**config.mk**
```make
export PLATFORM = sky130hd
export DESIGN_NAME = keypad_scan_flat
export DESIGN_NICKNAME = d
export VERILOG_FILES = /design/src/rtl/keypad_scan_if.sv /design/src/rtl/keypad_scan.sv /design/src/flat_wrapper.sv
export SDC_FILE = /design/constraint.sdc
export NUM_CORES = 1
export LEC_CHECK = 0
export BUFFER_PORTS_ARGS = -buffer_cell sky130_fd_sc_hd__buf_2
export CAP_MARGIN = 20
export CORE_MARGIN = 2
export CORE_UTILIZATION = 43
export DETAILED_ROUTE_END_ITERATION = 6
export GPL_TIMING_DRIVEN = 0
export PLACE_DENSITY_LB_ADDON = 0.25
export SYNTH_ARGS = -nofsm -noshare
export SYNTH_HDL_FRONTEND = slang
export SYNTH_SLANG_ARGS = --single-unit
```
**constraint.sdc**
```tcl
create_clock -name CLK -period 2.35 [get_ports CLK]
set_input_delay 0.1175 -clock CLK [delete_from_list [all_inputs] [get_ports CLK]]
set_output_delay 0.1175 -clock CLK [all_outputs]
set_load 0.02 [all_outputs]
```
**src/rtl/keypad_scan_if.sv**
```systemverilog
// Keypad scanner bundle: row returns in, column drive and key report out.
// The master side is the panel/consumer, the slave side is the scanner.
interface keypad_scan_if;
    logic [3:0] ROW;
    logic [3:0] COL;
    logic [3:0] KEY;
    logic       KEY_VALID;
    logic       PRESSED;

    modport master (
        output ROW,
        input  COL, KEY, KEY_VALID, PRESSED
    );

    modport slave (
        input  ROW,
        output COL, KEY, KEY_VALID, PRESSED
    );
endinterface

```
**src/rtl/keypad_scan.sv**
```systemverilog
// 4x4 matrix keypad scanner for the charger front panel.
// One-hot column drive, synchronised rows, tick-based press/release debounce.
module keypad_scan #(
    parameter int SCAN_DIV     = 1000,
    parameter int DEBOUNCE_CNT = 4
) (
    input logic         CLK,
    input logic         rst,
    keypad_scan_if.slave bus
);
    localparam int CW = $clog2(SCAN_DIV);
    localparam int DW = $clog2(DEBOUNCE_CNT + 1);

    typedef enum logic [1:0] {SCAN, DEBOUNCE, HOLD, RELEASE} state_t;

    state_t        state, state_n;
    logic [3:0]    sync1, rs;
    logic [CW-1:0] pcnt;
    logic          tick;
    logic [1:0]    col, col_n;
    logic [1:0]    row, row_n;
    logic [DW-1:0] dcnt, dcnt_n;
    logic [DW:0]   inc;
    logic [3:0]    key, key_n;
    logic          kv, kv_n;
    logic          pressed, pressed_n;
    logic          hit;

    assign tick = (pcnt == CW'(SCAN_DIV - 1));

    always_ff @(posedge CLK or posedge rst) begin
        if (rst) begin
            sync1   <= '0;
            rs      <= '0;
            pcnt    <= '0;
            state   <= SCAN;
            col     <= '0;
            row     <= '0;
            dcnt    <= '0;
            key     <= '0;
            kv      <= 1'b0;
            pressed <= 1'b0;
        end else begin
            sync1   <= bus.ROW;
            rs      <= sync1;
            pcnt    <= tick ? '0 : pcnt + CW'(1);
            state   <= state_n;
            col     <= col_n;
            row     <= row_n;
            dcnt    <= dcnt_n;
            key     <= key_n;
            kv      <= kv_n;
            pressed <= pressed_n;
        end
    end

    always_comb begin
        state_n   = state;
        col_n     = col;
        row_n     = row;
        dcnt_n    = dcnt;
        key_n     = key;
        kv_n      = 1'b0;
        pressed_n = pressed;
        inc       = {1'b0, dcnt} + (DW + 1)'(1);
        hit       = rs[row];
        if (tick) begin
            unique case (state)
                SCAN: begin
                    if (rs == 4'd0) begin
                        col_n = col + 2'd1;
                    end else begin
                        // lowest active row wins within the frozen column
                        if (rs[0])      row_n = 2'd0;
                        else if (rs[1]) row_n = 2'd1;
                        else if (rs[2]) row_n = 2'd2;
                        else            row_n = 2'd3;
                        dcnt_n  = DW'(1);
                        state_n = DEBOUNCE;
                    end
                end
                DEBOUNCE: begin
                    if (hit) begin
                        if (int'(inc) >= DEBOUNCE_CNT) begin
                            key_n     = {row, col};
                            kv_n      = 1'b1;
                            pressed_n = 1'b1;
                            dcnt_n    = '0;
                            state_n   = HOLD;
                        end else begin
                            dcnt_n = inc[DW-1:0];
                        end
                    end else begin
                        dcnt_n  = '0;
                        col_n   = col + 2'd1;
                        state_n = SCAN;
                    end
                end
                HOLD: begin
                    if (!hit) begin
                        dcnt_n  = DW'(1);
                        state_n = RELEASE;
                    end
                end
                RELEASE: begin
                    if (!hit) begin
                        if (int'(inc) >= DEBOUNCE_CNT) begin
                            pressed_n = 1'b0;
                            dcnt_n    = '0;
                            col_n     = col + 2'd1;
                            state_n   = SCAN;
                        end else begin
                            dcnt_n = inc[DW-1:0];
                        end
                    end else begin
                        state_n = HOLD;
                    end
                end
                default: state_n = SCAN;
            endcase
        end
    end

    assign bus.COL       = 4'b0001 << col;
    assign bus.KEY       = key;
    assign bus.KEY_VALID = kv;
    assign bus.PRESSED   = pressed;
endmodule

```
**src/flat_wrapper.sv**
```systemverilog
// flat-port wrapper written by rule: the top's interface ports become plain ports
module keypad_scan_flat 
#(
    parameter int SCAN_DIV     = 1000,
    parameter int DEBOUNCE_CNT = 4
)
  (CLK, rst, bus_ROW, bus_COL, bus_KEY, bus_KEY_VALID, bus_PRESSED);
  keypad_scan_if bus_i ();
  input logic CLK;
  input logic rst;
  input wire logic [$bits(bus_i.ROW)-1:0] bus_ROW;
  output wire logic [$bits(bus_i.COL)-1:0] bus_COL;
  output wire logic [$bits(bus_i.KEY)-1:0] bus_KEY;
  output wire logic [$bits(bus_i.KEY_VALID)-1:0] bus_KEY_VALID;
  output wire logic [$bits(bus_i.PRESSED)-1:0] bus_PRESSED;
  assign bus_i.ROW = bus_ROW;
  assign bus_COL = bus_i.COL;
  assign bus_KEY = bus_i.KEY;
  assign bus_KEY_VALID = bus_i.KEY_VALID;
  assign bus_PRESSED = bus_i.PRESSED;
  keypad_scan #(.SCAN_DIV(SCAN_DIV), .DEBOUNCE_CNT(DEBOUNCE_CNT)) u_core (.CLK(CLK), .rst(rst), .bus(bus_i));
endmodule
```
# [Word level (Yosys, flattened, before mapping)]
# Cells that the tools add are included.
[op_classes] add_sub_neg=3 n_lt_le_gt_ge=2 eq_ne=14 shift=1 mux=33 bitwise_logic=1 n_reduce_logical=10
[ops] operator="$mux 2" count=12
[ops] operator="$mux 3" count=5
[ops] operator="$pmux 3 s4" count=1
[ops] operator="$reduce_and 6->1" count=2
[ops] operator="$add 10x1->10 const B" count=1
[ops] operator="$eq 10x10->1 const B" count=1
[ops] operator="$mux 1" count=10
[ops] operator="$mux 10" count=1
[ops] operator="$ne 2x1->1 const B" count=4
[ops] operator="$ne 2x2->1 const B" count=4
[ops] operator="$pmux 2 s4" count=1
[ops] operator="$reduce_and 4->1" count=2
[ops] operator="$pmux 2 s3" count=1
[ops] operator="$reduce_and 5->1" count=1
[ops] operator="$add 3x1->4 const B" count=1
[ops] operator="$eq 2x2->1 const B" count=2
[ops] operator="$ge 4x3->1 const B" count=1
[ops] operator="$logic_not 4->1" count=1
[ops] operator="$shl 1x2->4 const A" count=1
[ops] operator="$lt 2x3->1 const B" count=1
[ops] operator="$ne 3x1->1 const B" count=1
[ops] operator="$ne 3x3->1 const B" count=1
[ops] operator="$reduce_and 3->1" count=1
[ops] operator="$reduce_bool 3->1" count=1
[ops] operator="7 further kinds" count=7
[word_totals] ff_bits=33 input_bits=6 output_inout_bits=10 wordCells=74

# [Longest topological paths before layout]
# Gate-level depths: netlist of run 1.
[logic_depth] word_depth=6 mapped_depth=7 mapped_depth_nobuf=6

# [Least setup slack after synthesis of run 1]
# No wires, ideal clock.
[synth_timing] path_kind="register -> register" start="register u_core.pcnt[0]" end="register u_core.dcnt[1]" setup_ns=0.092 arrival_time_ns=1.879 required_ns=2.258 path_slack_ns=0.379 path_stages_with_launch=7 path_buffers=1 synth_period_minus_slack_ns=1.971 path_cell_list="dfrtp_1 > ha_1 > nand4b_1 > or4b_1 > buf_2 > or3_4 > o31ai_2"
[synth_via] elab_chain_len=2
[synth_lines] item="from (decl)" line_no="keypad_scan.sv:18" rtl="logic [CW-1:0] pcnt;"
[synth_lines] item="from (signal assigned)" line_no="keypad_scan.sv:46" rtl="pcnt <= tick ? '0 : pcnt + CW'(1);"
[synth_lines] item="$eq 10x10->1" line_no="keypad_scan.sv:29" rtl="assign tick = (pcnt == CW'(SCAN_DIV - 1));"
[synth_lines] item="$reduce_and 4->1 (no source line)"
[synth_lines] item="to (signal assigned)" line_no="keypad_scan.sv:50" rtl="dcnt <= dcnt_n;"
[synth_lines] item="to (decl)" line_no="keypad_scan.sv:22" rtl="logic [DW-1:0] dcnt, dcnt_n;"
# No other way between the ends.
# A chain may end at the register's enable or synchronous reset.

# [Final worst setup path of run 1]
[layout_timing] start="register u_core.pcnt[0]" end="register u_core.col[1]"
[layout_via] elab_chain_len=2
[layout_lines] item="$eq 10x10->1" line_no="keypad_scan.sv:29"
[layout_lines] item="$reduce_and 6->1 (no source line)"
[layout_lines] item="to (signal assigned)" line_no="keypad_scan.sv:48" rtl="col <= col_n;"
[layout_lines] item="to (decl)" line_no="keypad_scan.sv:20" rtl="logic [1:0] col, col_n;"
# No other way between the ends.

==> impl_metrics.ini, run 1 <==
[layout]
fin_cells = 209
antennaDiodeCount = 0
final_cell_mix = dfrtp_1, buf_2, nor2_1, nand2_1, mux2_2
multiInputGateArea_sq_um = 666
nets = 175
area_growth_syn_to_layout_pct = 17.5
layout_commonest_cell = dfrtp_1
drive_above_1_share_pct = 23.3
fillCellCount = 307
ff_latch_area_sq_um = 826

[detailed_routing]
wl_met1_um = 1190
route.met2.wl_um = 1140
highest_layer = met4
viasPerCell = 5.17
routed_wl_um = 2510
drtIter0Drc = 33
wl_per_cell_um = 12.0
dr.pass1.iters = 4
drc = 0
wl_met3_um = 140
route.vias.total = 1081
ant_nets = 0

[floorplanning]
core_area_sq_um = 3360
chipHeight_um = 63.6
die_w_um = 63.6
die_area_sq_um = 4050
io_pins = 16
initial_core_util_pct = 45.4
rows = 21

[clock_tree]
clk_pin_slew_worst_paths_ns = 0.09
clock-sinks = 33
clockRootBuffer = clkbuf_4
cts_buffers = 5
htree_levels = 2
cts_tree = done
clkLatencyLatePin_ns = 0.33
clockBufferDepth = 2

[timing]
setup_viol = 0
hold_viol = 0
final.min_clock_period_ns = 2.19
fmax_mhz = 458
max-slew-margin-rel_pct = 55.4
fin_worst_skew_ns = 0.00611
period_share_pct = 93.0
worst_pin_slew_ns = 0.667
final_max_slew_viol_count = 0
rsz0062_at_grt = true

[setup_path]
cp_slowest_cell = nor4b_2
crit_type = reg2reg
cp-start-kind = register
critPathMaxFanout = 7
crit_arrival_ns = 2.40
path_cells = ha_1 > nand4b_1 > nor4b_2 > o2111a_1 > mux2_1
end_kind = register
max_stage_delay_ns = 0.61
cp_num_buf_inv = 0
required_ns = 2.57
crit_family = simple AND/OR/NAND/NOR gates

[power]
total_power_uw = 928
leakage_uw = 0.000852
power_density_nw_per_um2 = 517
vdd_ir_drop_max_mv = 0.390

[global_route]
grt_pass1_wl_um = 4490
grt.total_usage_pct = 14.4
grt_antenna_before_repair = 0
grt_pass1_vias = 1010
grt_overflow_total = 0
grt_max_degree = 21

[run]
cap_violations = 0

[logic_synthesis]
synth_area_leaders = dfrtp_1, mux2_2, ha_1
yosysTopAreaCellShare_pct = 54.1
ys_seq_area_share_pct = 54.1
yosys_register_bits = 33
syn_nets = 147
netlist_area_sq_um = 1530
ys_types = 36
yosysWarnings = 0
yosysTopAreaCell = dfrtp_1
syn_inst = 135
syn_avg_cell_area_sq_um = 11.3

[placement]
dpl.hpwl_um = 1860
gp_congestion = 0.771
portBuffers = 15
placed_cells = 197

[hold_path]
holdCritPathClass = reg2reg

[status]
outcome = completed
## synth_stat cells
cell type   n
dfrtp_1    33
nand2_1    13
nor2_1     13
mux2_2      9
ha_1        6
inv_1       6
o21ai_0     5
a21oi_1     4
and2_1      4
xor2_1      4
and3_1      3
clkbuf_1    3
mux2i_1     3
nand3_1     3
xnor2_1     3
a32oi_1     2
o211ai_1    2
and4_1      1
buf_2       1
mux2_1      1
nand2b_1    1
nand3_2     1
nand4b_1    1
nor2b_1     1
nor3_1      1
nor3b_1     1
nor4b_2     1
o2111a_1    1
o22ai_1     1
o311a_1     1
o31ai_1     1
o31ai_2     1
or2_2       1
or3_4       1
or4_1       1
or4b_1      1
## routing by layer
metal / vias to the layer above / track usage, %
met2: 27 / 21.8
met4: 0 / 5.71
li1: 526 / -
met1: 523 / 18.3
met3: 5 / 5.71
met5: - / 0
## kinds of logic after synthesis
logic type,synth area share (%)
flops,54.1
buf+inv,2.54
fa+ha+maj,4.91
simple gates,17.0
compound gates,8.19
xor+xnor,4.01
mux,9.34
## path summary, 6_finish.rpt
check | endpoint | depth (start not counted) | from | slack (ns)
setup / recovery | u_core.col[1] | 5 | u_core.pcnt[0] | 0.16
hold / removal | u_core.rs[1] | 0 | u_core.sync1[1] | 0.35
setup reg to reg | u_core.col[1] | 5 | u_core.pcnt[0] | 0.16
hold reg to reg | u_core.rs[1] | 0 | u_core.sync1[1] | 0.35
max in group asynchronous | u_core.rs[2] | 4 | rst | 1.45
min in group asynchronous | u_core.pcnt[8] | 3 | rst | 0.39
## layout make-up
cell class / count / share of cell area [%]
buffer: 4 / 0.906
clock buffer: 7 / 3.07
inverter: 6 / 1.25
multi-input combinational: 92 / 37.1
sequential: 33 / 46.0
tap: 46 / 3.21
timing repair buffer: 21 / 8.50
## registers in the layout, summed over array words and instances (netlist names), named ones only
name                  cells
u_core.dcnt               3
u_core.bus.KEY            4
u_core.row                2
u_core.rs                 4
u_core.bus.KEY_VALID      1
u_core.col                2
u_core.bus.PRESSED        1
u_core.sync1              4
u_core.pcnt              10
u_core.state              1
## stage by stage
stage | hold slack, ns | setup WS [ns] | setup TNS (ns) | util, % | area (sq um)
finish | 0.354 | 0.165 | 0 | 53.4 | 1800
global route | 0.379 | -0.0170 | -0.0170 | 53.4 | 1800
CTS | 0.356 | 0.130 | 0 | 53.3 | 1790
detailed placement | 0.227 | 0.149 | 0 | 50.2 | 1690
global placement | 0.225 | 0.173 | 0 | 49.4 | 1660
floorplan | 0.149 | 0.379 | 0 | - | 1530
## power breakdown
part / switching [uW] / internal [uW] / leakage, uW / total, uW
Sequential: 3.33 / 574 / 0.000428 / 578
Combinational: 19.2 / 16.2 / 0.000393 / 35.4
Clock: 174 / 141 / 0.0000314 / 315
## repair_timing
action,4_1_cts,5_1_grt
endpoints found under the hold margin,17,0
buffers inserted,0,0
endpoints found under the setup margin,0,5
hold buffers,5,0
resized for setup,0,1
Power figures use the tool's default switching activity.
==> run 2: changes to the inputs <==
--- a/config.mk
+++ b/config.mk
@@ -7,6 +7,8 @@
 export LEC_CHECK = 0
 export BUFFER_PORTS_ARGS = -buffer_cell sky130_fd_sc_hd__buf_2
 export CAP_MARGIN = 20
+export CELL_PAD_IN_SITES_DETAIL_PLACEMENT = 0
+export CELL_PAD_IN_SITES_GLOBAL_PLACEMENT = 1
 export CORE_MARGIN = 2
 export CORE_UTILIZATION = 43
 export DETAILED_ROUTE_END_ITERATION = 6
==> run 2 against run 1 <==
Against the previous run: combinational power increased by 2%; sequential share of layout area shrank 0.41 points; total power up 0.16%; critical endpoint is now u_core.dcnt[1]; highest routed layer unchanged.
==> impl_metrics.ini, run 2 (same netlist as run 1, synthesis figures left out) <==
[clock_tree]
clkLatencyLatePin_ns = 0.33
htree_levels = 2
clockRootBuffer = clkbuf_4
clockBufferDepth = 2
cts_buffers = 5
clk_pin_slew_worst_paths_ns = 0.10
cts_tree = done
clock-sinks = 33

[detailed_routing]
viasPerCell = 5.02
dr.pass1.iters = 4
route.vias.total = 1055
wl_per_cell_um = 12.4
drtIter0Drc = 47
routed_wl_um = 2610
ant_nets = 0
drc = 0

[layout]
largest_reg_flops = 10
max_flop_register = u_core.pcnt
layout_commonest_cell = dfrtp_1
final_cell_mix = dfrtp_1, buf_2, nor2_1, nand2_1, mux2_2
area_growth_syn_to_layout_pct = 18.6
fin_cells = 210
drive_above_1_share_pct = 23.8
antennaDiodeCount = 0
finalInstanceArea_sq_um = 1810
nets = 176

[floorplanning]
io_pins = 16
initial_core_util_pct = 45.4
die_area_sq_um = 4050
chipHeight_um = 63.6
core_area_sq_um = 3360
die_w_um = 63.6
rows = 21

[placement]
portBuffers = 15
placed_cells = 197
place_area_sq_um = 1690
dpl.hpwl_um = 1860
gp_congestion = 0.770

[global_route]
grt_max_degree = 21
grt_pass1_wl_um = 4810
grt_overflow_total = 0
grt_pass1_vias = 1035
grt_antenna_before_repair = 0
grt.total_usage_pct = 15.6

[setup_path]
path_cells = ha_1 > nand4b_1 > or4b_1 > buf_2 > or3_4 > o31ai_2
critical_path.endpoint = u_core.dcnt[1]
max_stage_delay_ns = 0.49
r2r-end = u_core.dcnt[1]
cp_slowest_cell = or4b_1
required_ns = 2.58
worst-r2r-cell-count = 6
end_kind = register
crit_arrival_ns = 2.41
rrSetupSlack_ns = 0.17
cp-start-kind = register
critPathMaxFanout = 8
crit_type = reg2reg
critPathLaunch = u_core.pcnt[0]
r2r-start = u_core.pcnt[0]

[timing]
finalSetupTns_ns = 0
period_share_pct = 92.6
final.min_clock_period_ns = 2.18
worst_pin_slew_ns = 0.629
fmax_mhz = 459
setup_viol = 0
fin_worst_skew_ns = 0.0156
final_max_slew_viol_count = 0
hold_viol = 0
rsz0062_at_grt = false
max-slew-margin-rel_pct = 58.0

[power]
vdd_ir_drop_max_mv = 0.450
power_density_nw_per_um2 = 513
leakage_uw = 0.000857

[status]
outcome = completed

[run]
cap_violations = 0

[hold_path]
holdCritPathClass = reg2reg
-- run 2: layer usage --
layer	track usage (%)	share of wire, %	up-vias
met5	0	0	-
met4	5.71	1.7	0
met3	5.54	3.6	4
met2	23.3	46	21
met1	20.7	49	501
li1	-	-	529
-- run 2: through the flow --
stage / util (%) / total power, uW / hold slack, ns / worst slack [ns]
floorplan: - / 604 / 0.149 / 0.379
global placement: 49.4 / 613 / 0.226 / 0.153
detailed placement: 50.2 / 619 / 0.226 / 0.140
CTS: 53.3 / 946 / 0.357 / 0.102
global route: 53.9 / 981 / 0.358 / 0.0118
finish: 53.9 / 930 / 0.354 / 0.174
-- run 2: final cells by class --
cell class	instances	area, sq um
Inverter	6	22.5
Tap cell	46	57.6
Fill cell	323	1550
Timing Repair Buffer	22	160
Sequential cell	33	826
Clock buffer	7	55.1
Buffer	4	16.3
Multi-Input combinational cell	92	674
-- run 2: worst max-delay path: cells and delay by family (launching register included) --
family,cells,cell delay [ns]
buffers and inverters,1,0.19
adders and majority gates,1,0.23
AOI/OAI and AO/OA,1,0.24
and+or+nand+nor,3,1.02
DFF,1,0.40
-- run 2: timing repair --
item | 4_1_cts | 5_1_grt
hold buffers | 5 | 0
setup endpoints to repair | 0 | 5
setup buffers | 0 | 1
gates resized for setup | 0 | 2
endpoints found under the hold margin | 17 | 0
-- run 2: worst min path at each step --
stage	start	to	slack [ns]	depth (start not counted)
3_3_place_gp	bus_ROW[1]	u_core.sync1[1]	0.23	1
5_1_grt	u_core.sync1[1]	u_core.rs[1]	0.36	0
4_1_cts	u_core.sync1[0]	u_core.rs[0]	0.36	0
6_report	u_core.sync1[3]	u_core.rs[3]	0.35	0
3_5_place_dp	rst	u_core.bus.KEY[0]	0.23	2
2_1_floorplan	bus_ROW[0]	u_core.sync1[0]	0.15	0
-- run 2: power by group --
group | switching, uW | leakage [uW] | internal [uW]
Clock | 175 | 0.0000314 | 141
Sequential | 3.17 | 0.000428 | 574
Combinational | 19.8 | 0.000397 | 16.3
Total | 198 | 0.000857 | 732
